### config.mk
export PLATFORM = sky130hd
export DESIGN_NAME = lsu_mem_port_flat
export DESIGN_NICKNAME = d
export VERILOG_FILES = /design/src/rtl/lsu_pkg.sv /design/src/rtl/lsu_mem_port_if.sv /design/src/rtl/lsu_align.sv /design/src/rtl/lsu_mem_port.sv /design/src/flat_wrapper.sv
export SDC_FILE = /design/constraint.sdc
export NUM_CORES = 1
export LEC_CHECK = 0
export CAP_MARGIN = 30
export CORE_UTILIZATION = 35
export DETAILED_ROUTE_END_ITERATION = 8
export GPL_TIMING_DRIVEN = 1
export PLACE_DENSITY = 0.67
export SYNTH_ARGS = -nofsm -noshare
export SYNTH_HDL_FRONTEND = slang
export SYNTH_SLANG_ARGS = --single-unit
### constraint.sdc
create_clock -name clk -period 2.1 [get_ports clk]
set_input_delay 0.21 -clock clk [delete_from_list [all_inputs] [get_ports clk]]
set_output_delay 0.21 -clock clk [all_outputs]
set_load 0.01 [all_outputs]
### src/rtl/lsu_pkg.sv
// Shared types and constants for the load/store unit memory port.
package lsu_pkg;

  localparam int unsigned DEFAULT_XLEN    = 64;
  localparam int unsigned DEFAULT_TIMEOUT = 1023;

  typedef enum logic [1:0] {
    ST_IDLE,
    ST_ISSUE,
    ST_WAIT,
    ST_RESP
  } state_e;

  typedef enum logic [1:0] {
    SZ_B = 2'd0,
    SZ_H = 2'd1,
    SZ_W = 2'd2,
    SZ_D = 2'd3
  } size_e;

  // An access is misaligned when its low address bits are not a multiple of its size.
  function automatic logic is_misaligned(input logic [2:0] lane, input size_e size);
    logic mis;
    unique case (size)
      SZ_B: mis = 1'b0;
      SZ_H: mis = lane[0];
      SZ_W: mis = |lane[1:0];
      SZ_D: mis = |lane;
    endcase
    return mis;
  endfunction

endpackage

### src/rtl/lsu_mem_port_if.sv
// Core request/response and memory-responder signals of the LSU port.
// slave is the LSU's view; master is the environment (core plus memory responder).
interface lsu_mem_port_if #(
  parameter int XLEN = 64
);
  logic            req_valid;
  logic            req_ready;
  logic            req_load;
  logic [1:0]      req_size;
  logic            req_unsigned;
  logic [XLEN-1:0] req_addr;
  logic [XLEN-1:0] req_wdata;
  logic            resp_valid;
  logic [XLEN-1:0] resp_rdata;
  logic            resp_err;
  logic            mem_re;
  logic            mem_we;
  logic [XLEN-1:0] mem_addr;
  logic [XLEN-1:0] mem_wdata;
  logic [7:0]      mem_wmask;
  logic            mem_ready;
  logic            mem_rvalid;
  logic [XLEN-1:0] mem_rdata;

  modport slave (
    input  req_valid, req_load, req_size, req_unsigned, req_addr, req_wdata,
    output req_ready, resp_valid, resp_rdata, resp_err,
    output mem_re, mem_we, mem_addr, mem_wdata, mem_wmask,
    input  mem_ready, mem_rvalid, mem_rdata
  );

  modport master (
    output req_valid, req_load, req_size, req_unsigned, req_addr, req_wdata,
    input  req_ready, resp_valid, resp_rdata, resp_err,
    input  mem_re, mem_we, mem_addr, mem_wdata, mem_wmask,
    output mem_ready, mem_rvalid, mem_rdata
  );
endinterface

### src/rtl/lsu_align.sv
// Pure combinational lane logic: store byte-enable/shift and load shift/extend.
module lsu_align
  import lsu_pkg::*;
#(
  parameter int XLEN = DEFAULT_XLEN
) (
  input  size_e           st_size,
  input  logic [2:0]      st_lane,
  input  logic [XLEN-1:0] st_wdata,
  output logic [7:0]      st_mask,
  output logic [XLEN-1:0] st_data,
  input  size_e           ld_size,
  input  logic [2:0]      ld_lane,
  input  logic            ld_unsigned,
  input  logic [XLEN-1:0] ld_rdata,
  output logic [XLEN-1:0] ld_data
);

  logic [7:0]      base_mask;
  logic [XLEN-1:0] shifted;

  always_comb begin
    // NOTE: every output gets a default first, so no path can infer a latch.
    base_mask = 8'h00;
    ld_data   = '0;
    unique case (st_size)
      SZ_B: base_mask = 8'h01;
      SZ_H: base_mask = 8'h03;
      SZ_W: base_mask = 8'h0f;
      SZ_D: base_mask = 8'hff;
    endcase
    st_mask = base_mask << st_lane;
    st_data = st_wdata << {st_lane, 3'b000};

    shifted = ld_rdata >> {ld_lane, 3'b000};
    // Doubleword loads fill the whole register, so signedness does not apply.
    unique case (ld_size)
      SZ_B: ld_data = ld_unsigned ? XLEN'(shifted[7:0])
                                  : {{(XLEN-8){shifted[7]}}, shifted[7:0]};
      SZ_H: ld_data = ld_unsigned ? XLEN'(shifted[15:0])
                                  : {{(XLEN-16){shifted[15]}}, shifted[15:0]};
      SZ_W: ld_data = ld_unsigned ? XLEN'(shifted[31:0])
                                  : {{(XLEN-32){shifted[31]}}, shifted[31:0]};
      SZ_D: ld_data = shifted;
    endcase
  end

endmodule

### src/rtl/lsu_mem_port.sv
// Single-outstanding LSU memory port: accept, issue strobe, await data, respond.
module lsu_mem_port
  import lsu_pkg::*;
#(
  parameter int XLEN    = DEFAULT_XLEN,
  parameter int TIMEOUT = DEFAULT_TIMEOUT
) (
  input logic           clk,
  input logic           rst,
  lsu_mem_port_if.slave bus
);

  localparam int CNT_W = $clog2(TIMEOUT + 1);

  state_e          state;
  logic [CNT_W-1:0] cnt;
  size_e           size_q;
  logic [2:0]      lane_q;
  logic            unsigned_q;
  logic            load_q;

  size_e           req_size_e;
  logic [7:0]      st_mask;
  logic [XLEN-1:0] st_data;
  logic [XLEN-1:0] ld_data;
  logic            timeout_hit;
  logic            req_mis;

  assign req_size_e    = size_e'(bus.req_size);
  assign req_mis       = is_misaligned(bus.req_addr[2:0], req_size_e);
  assign bus.req_ready = (state == ST_IDLE);
  // The counter equals the ISSUE+WAIT cycles already spent; this is the last allowed one.
  assign timeout_hit   = (cnt == CNT_W'(TIMEOUT - 1));

  lsu_align #(.XLEN(XLEN)) u_align (
    .st_size     (req_size_e),
    .st_lane     (bus.req_addr[2:0]),
    .st_wdata    (bus.req_wdata),
    .st_mask     (st_mask),
    .st_data     (st_data),
    .ld_size     (size_q),
    .ld_lane     (lane_q),
    .ld_unsigned (unsigned_q),
    .ld_rdata    (bus.mem_rdata),
    .ld_data     (ld_data)
  );

  always_ff @(posedge clk) begin
    // NOTE: sequential state uses <= so every register samples pre-edge values.
    if (rst) begin
      state          <= ST_IDLE;
      cnt            <= '0;
      size_q         <= SZ_B;
      lane_q         <= 3'd0;
      unsigned_q     <= 1'b0;
      load_q         <= 1'b0;
      bus.resp_valid <= 1'b0;
      bus.resp_err   <= 1'b0;
      bus.resp_rdata <= '0;
      bus.mem_re     <= 1'b0;
      bus.mem_we     <= 1'b0;
      bus.mem_addr   <= '0;
      bus.mem_wdata  <= '0;
      bus.mem_wmask  <= 8'h00;
    end else begin
      bus.resp_valid <= 1'b0;
      bus.resp_err   <= 1'b0;
      unique case (state)
        ST_IDLE: begin
          if (bus.req_valid) begin
            size_q     <= req_size_e;
            lane_q     <= bus.req_addr[2:0];
            unsigned_q <= bus.req_unsigned;
            load_q     <= bus.req_load;
            if (req_mis) begin
              state          <= ST_RESP;
              bus.resp_valid <= 1'b1;
              bus.resp_err   <= 1'b1;
              bus.resp_rdata <= '0;
            end else begin
              state         <= ST_ISSUE;
              cnt           <= '0;
              bus.mem_re    <= bus.req_load;
              bus.mem_we    <= ~bus.req_load;
              bus.mem_addr  <= {bus.req_addr[XLEN-1:3], 3'b000};
              bus.mem_wdata <= st_data;
              bus.mem_wmask <= st_mask;
            end
          end
        end
        ST_ISSUE: begin
          cnt <= cnt + 1'b1;
          if (timeout_hit || bus.mem_ready) begin
            bus.mem_re    <= 1'b0;
            bus.mem_we    <= 1'b0;
            bus.mem_wmask <= 8'h00;
          end
          if (timeout_hit) begin
            state          <= ST_RESP;
            bus.resp_valid <= 1'b1;
            bus.resp_err   <= 1'b1;
            bus.resp_rdata <= '0;
          end else if (bus.mem_ready) begin
            if (load_q) begin
              state <= ST_WAIT;
            end else begin
              state          <= ST_RESP;
              bus.resp_valid <= 1'b1;
              bus.resp_rdata <= '0;
            end
          end
        end
        ST_WAIT: begin
          cnt <= cnt + 1'b1;
          if (timeout_hit) begin
            state          <= ST_RESP;
            bus.resp_valid <= 1'b1;
            bus.resp_err   <= 1'b1;
            bus.resp_rdata <= '0;
          end else if (bus.mem_rvalid) begin
            state          <= ST_RESP;
            bus.resp_valid <= 1'b1;
            bus.resp_rdata <= ld_data;
          end
        end
        ST_RESP: state <= ST_IDLE;
      endcase
    end
  end

endmodule

### src/flat_wrapper.sv
// flat-port wrapper written by rule: the top's interface ports become plain ports
module lsu_mem_port_flat import lsu_pkg::*;
#(
  parameter int XLEN    = DEFAULT_XLEN,
  parameter int TIMEOUT = DEFAULT_TIMEOUT
)
  (clk, rst, bus_req_valid, bus_req_load, bus_req_size, bus_req_unsigned, bus_req_addr, bus_req_wdata, bus_req_ready, bus_resp_valid, bus_resp_rdata, bus_resp_err, bus_mem_re, bus_mem_we, bus_mem_addr, bus_mem_wdata, bus_mem_wmask, bus_mem_ready, bus_mem_rvalid, bus_mem_rdata);
  lsu_mem_port_if #(.XLEN(XLEN)) bus_i ();
  input logic clk;
  input logic rst;
  input wire logic [$bits(bus_i.req_valid)-1:0] bus_req_valid;
  input wire logic [$bits(bus_i.req_load)-1:0] bus_req_load;
  input wire logic [$bits(bus_i.req_size)-1:0] bus_req_size;
  input wire logic [$bits(bus_i.req_unsigned)-1:0] bus_req_unsigned;
  input wire logic [$bits(bus_i.req_addr)-1:0] bus_req_addr;
  input wire logic [$bits(bus_i.req_wdata)-1:0] bus_req_wdata;
  output wire logic [$bits(bus_i.req_ready)-1:0] bus_req_ready;
  output wire logic [$bits(bus_i.resp_valid)-1:0] bus_resp_valid;
  output wire logic [$bits(bus_i.resp_rdata)-1:0] bus_resp_rdata;
  output wire logic [$bits(bus_i.resp_err)-1:0] bus_resp_err;
  output wire logic [$bits(bus_i.mem_re)-1:0] bus_mem_re;
  output wire logic [$bits(bus_i.mem_we)-1:0] bus_mem_we;
  output wire logic [$bits(bus_i.mem_addr)-1:0] bus_mem_addr;
  output wire logic [$bits(bus_i.mem_wdata)-1:0] bus_mem_wdata;
  output wire logic [$bits(bus_i.mem_wmask)-1:0] bus_mem_wmask;
  input wire logic [$bits(bus_i.mem_ready)-1:0] bus_mem_ready;
  input wire logic [$bits(bus_i.mem_rvalid)-1:0] bus_mem_rvalid;
  input wire logic [$bits(bus_i.mem_rdata)-1:0] bus_mem_rdata;
  assign bus_i.req_valid = bus_req_valid;
  assign bus_i.req_load = bus_req_load;
  assign bus_i.req_size = bus_req_size;
  assign bus_i.req_unsigned = bus_req_unsigned;
  assign bus_i.req_addr = bus_req_addr;
  assign bus_i.req_wdata = bus_req_wdata;
  assign bus_req_ready = bus_i.req_ready;
  assign bus_resp_valid = bus_i.resp_valid;
  assign bus_resp_rdata = bus_i.resp_rdata;
  assign bus_resp_err = bus_i.resp_err;
  assign bus_mem_re = bus_i.mem_re;
  assign bus_mem_we = bus_i.mem_we;
  assign bus_mem_addr = bus_i.mem_addr;
  assign bus_mem_wdata = bus_i.mem_wdata;
  assign bus_mem_wmask = bus_i.mem_wmask;
  assign bus_i.mem_ready = bus_mem_ready;
  assign bus_i.mem_rvalid = bus_mem_rvalid;
  assign bus_i.mem_rdata = bus_mem_rdata;
  lsu_mem_port #(.XLEN(XLEN), .TIMEOUT(TIMEOUT)) u_core (.clk(clk), .rst(rst), .bus(bus_i));
endmodule
==> summary.txt <==
Outcome
  – Status: finished, final reports clean

Yosys
  – Post-synth top area cell: dfxtp_1
  – Post-Syn Area: 11600 sq um
  – Count leader, synth: nand2_1
  – Seq/Total Area, Yosys: 37.8%
  – Yosys reg bits: 220
  – Async S/R FF share, synth: 0%
  – Synth top area cells: dfxtp_1 38%, nand2_1 7.9%, a21oi_1 7.2%, mux4_2 6.8%, mux2i_1 5.4%
  – Top cells by count, synth: 246 x nand2_1, 220 x dfxtp_1, 168 x a21oi_1
  – Synth unique cells: 63
  – Synthesis Warnings: 0
  – Synthesized area per cell: 8.43 sq um
  – Main synth FF type: dfxtp_1
  – Top cell type's share of synthesized area: between 30% and 40%
  – Gate Count Post-Synth: 1381
  – Number of synthesized flops with an enable pin: 0

Pwr
  – Leakage: 6.46 nW
  – Pwr dens: 902 nW/um^2
  – Total power: 0.0161 W
  – Max VDD drop: 0.000828 V

Clock tree
  – Total clock sinks: 220
  – Worst-path clk slew: 0.06 ns
  – CTS H-tree lvls: 1
  – CTS Root Cell: clkbuf_16
  – TritonCTS buffer count: 26
  – Clock buffer depth: 3
  – CTS tree: yes
  – Worst-Skew Late Latency: 0.53 ns

Final layout
  – Final non-filler cell total: between 2000 and 2500
  – Nets: around 2000
  – Layout area overhead: 53.6%
  – Proportion of layout cells with a drive suffix above 1: 13.9%

Setup path
  – Critical path endpoint category: register
  – Crit Path Class: reg2reg
  – CP cell instances: mux2_2 -> o2bb2a_1 -> a31oi_4 -> buf_12 -> nand3_1 -> a22o_1
  – Reg2Reg Depth: 6
  – R2R setup slack: 0.04 ns
  – Critical R2R Capture: u_core.bus.resp_rdata[50]
  – Origin of the critical flop-to-flop path: u_core.lane_q[1]
  – Crit-path max FO: 34
  – Req. time, crit path: about 2.5 ns
  – Worst Setup SP: u_core.lane_q[1]
  – Slowest cell on crit path: dfxtp_4
  – Setup crit start kind: register
  – Critical path data arrival time: about 2.5 ns
  – CP top delay family: compound AO/OA/AOI/OAI gates
  – CP Buf/Inv Count: 1
  – CP max stage delay: 0.44 ns

STA
  – Worst-margin pin slew: ~0.78 ns
  – Fmax achieved: between 400 and 500 MHz
  – Final min period: 2.06 ns
  – Setup TNS Final: 0 ns
  – Final Hold Fails: 0
  – Worst Skew: 0.0109 ns
  – Period utilization: 98.0%
  – Slew headroom: 47.9%
  – Max Transition Viols Final: 0
  – # setup viols final: 0

Route
  – Via count: approximately 12000
  – Routed wire length: 44.0 mm
  – Via density: 5.34
  – DRC viols: 0
  – DR pass1 iterations: 5
  – Antenna viol nets, final: 0
  – Routed len/inst: 19.5 um
  – Initial drt markers: 854

GRT
  – Met1 usage: 32.9%
  – Largest net degree at the start of global routing: 136
  – GRT met2 Usage: 38.4%
  – GRT met3 Usage: roughly 3.5%
  – Initial antenna violation count: 2
  – Top Usage Layer GRT: met2
  – Number of global-route vias before repair: 11300
  – Overall Global Routing Usage: 24.3%
  – Gr ovfl total: 0
  – First-pass GRT wire length: 64.5 mm

Placement
  – I/O Buffers: 402
  – Placed Cells incl. Taps: 2200
  – Placer Congestion: approximately 0.9
  – Post-DP HPWL: approximately 33 mm

Hold path
  – HP Start: bus_req_addr[2]
  – Worst hold stages: 3
  – Min-delay worst type: in2reg
  – Hold worst-path end: u_core.lane_q[2]

Die
  – Area of the die: 34000 sq um
  – Die width: 184 um
  – Die Y: roughly 180 um
  – I/O Pins: 406
  – FP Rows: 66
  – Initial core utilization: 35.7%
  – Core area: 32600 sq um

Run
  – Max-capacitance violation count: 0
## area by class of cell
class | count | area (sq um)
clock inverters | 11 | 135
well taps | 442 | 553
fillers | 2950 | 14700
clock buffers | 37 | 783
inverters | 11 | 43.8
multi-input cells | 1021 | 6740
flip-flops and latches | 220 | 4420
repair buffers | 517 | 5210
diodes | 1 | 2.50
## layout by cell type (no fill, tap or decap), drive strengths merged, types with 42 or more instances in the layout
master	n
clkbuf	42
nand3	61
a21oi	169
mux2i	63
dfxtp	220
nand2	246
nor2	91
buf	113
clkdlybuf4s50	397
## cells by family (layout without fill, tap and decap cells)
kind of cell    after synthesis  count (layout)  share of synthesized area (%)
xor+xnor                      4               4                          0.301
simple gates                487             487                           18.6
compound gates              398             398                           22.7
flops                       220             220                           37.8
other cells                   1               4                         0.0322
mux                         123             123                           14.6
buf+inv                     142             576                           5.33
fa+ha+maj                     6               6                          0.645
## worst register-to-register path, delay by kind of cell (launching register included)
family	cells	cell delay (ns)
compound gates	3	0.82
flops	1	0.44
buf+inv	1	0.22
simple gates	1	0.12
mux	1	0.35
## through the flow
step	hold slack (ns)	utilization, %	cell area (sq um)	setup WS [ns]
finish	0.0311	54.8	17900	0.0423
global route	0.0233	54.8	17900	-0.0251
CTS	0.00163	54.0	17600	-0.0154
detailed placement	0.444	51.1	16700	-0.183
global placement	0.439	51.1	16700	-0.164
floorplan	0.346	-	11700	0.00192
## where the power goes
part	switching [W]	internal, W	leakage, nW
Sequential	0.000345	0.00470	1.79
Clock	0.00182	0.00295	0.453
Combinational	0.00325	0.00307	4.22
Total	0.00541	0.0107	6.46
## layer usage
metal,routed length (um),vias up
li1,-,5829
met1,18800,5675
met2,20000,472
met3,3200,101
met4,1930,2
met5,13,-
## worst max-delay path by stage
stage	end	slack, ns	cells after the start
after floorplan	u_core.bus.mem_wmask[1]	0.002	8
after global placement	u_core.bus.resp_rdata[52]	-0.16	8
after detailed placement	u_core.bus.resp_rdata[50]	-0.18	7
after CTS	u_core.bus.resp_rdata[62]	-0.02	9
after global routing	u_core.bus.resp_rdata[50]	-0.03	6
final	u_core.bus.resp_rdata[50]	0.04	6
## state kept, by name, indices dropped and copies added (netlist names)
name	cells
u_core.bus.mem_wdata	64
u_core.bus.resp_rdata	64
u_core.bus.mem_addr	61
u_core.cnt	10
u_core.bus.mem_wmask	8
u_core.lane_q	3
u_core.size_q	2
u_core.state	2
u_core.bus.mem_re	1
u_core.bus.mem_we	1
u_core.bus.resp_err	1
u_core.bus.resp_valid	1
u_core.load_q	1
u_core.unsigned_q	1
## repair_timing
item	CTS	global route
gates resized for setup	3	26
hold buffers	1	0
gates cloned	0	7
endpoints found under the setup margin	57	63
buffers inserted	0	3
pin swaps	0	5
endpoints found under the hold margin	1	0
No activity file was read; power rests on OpenSTA's default activity.
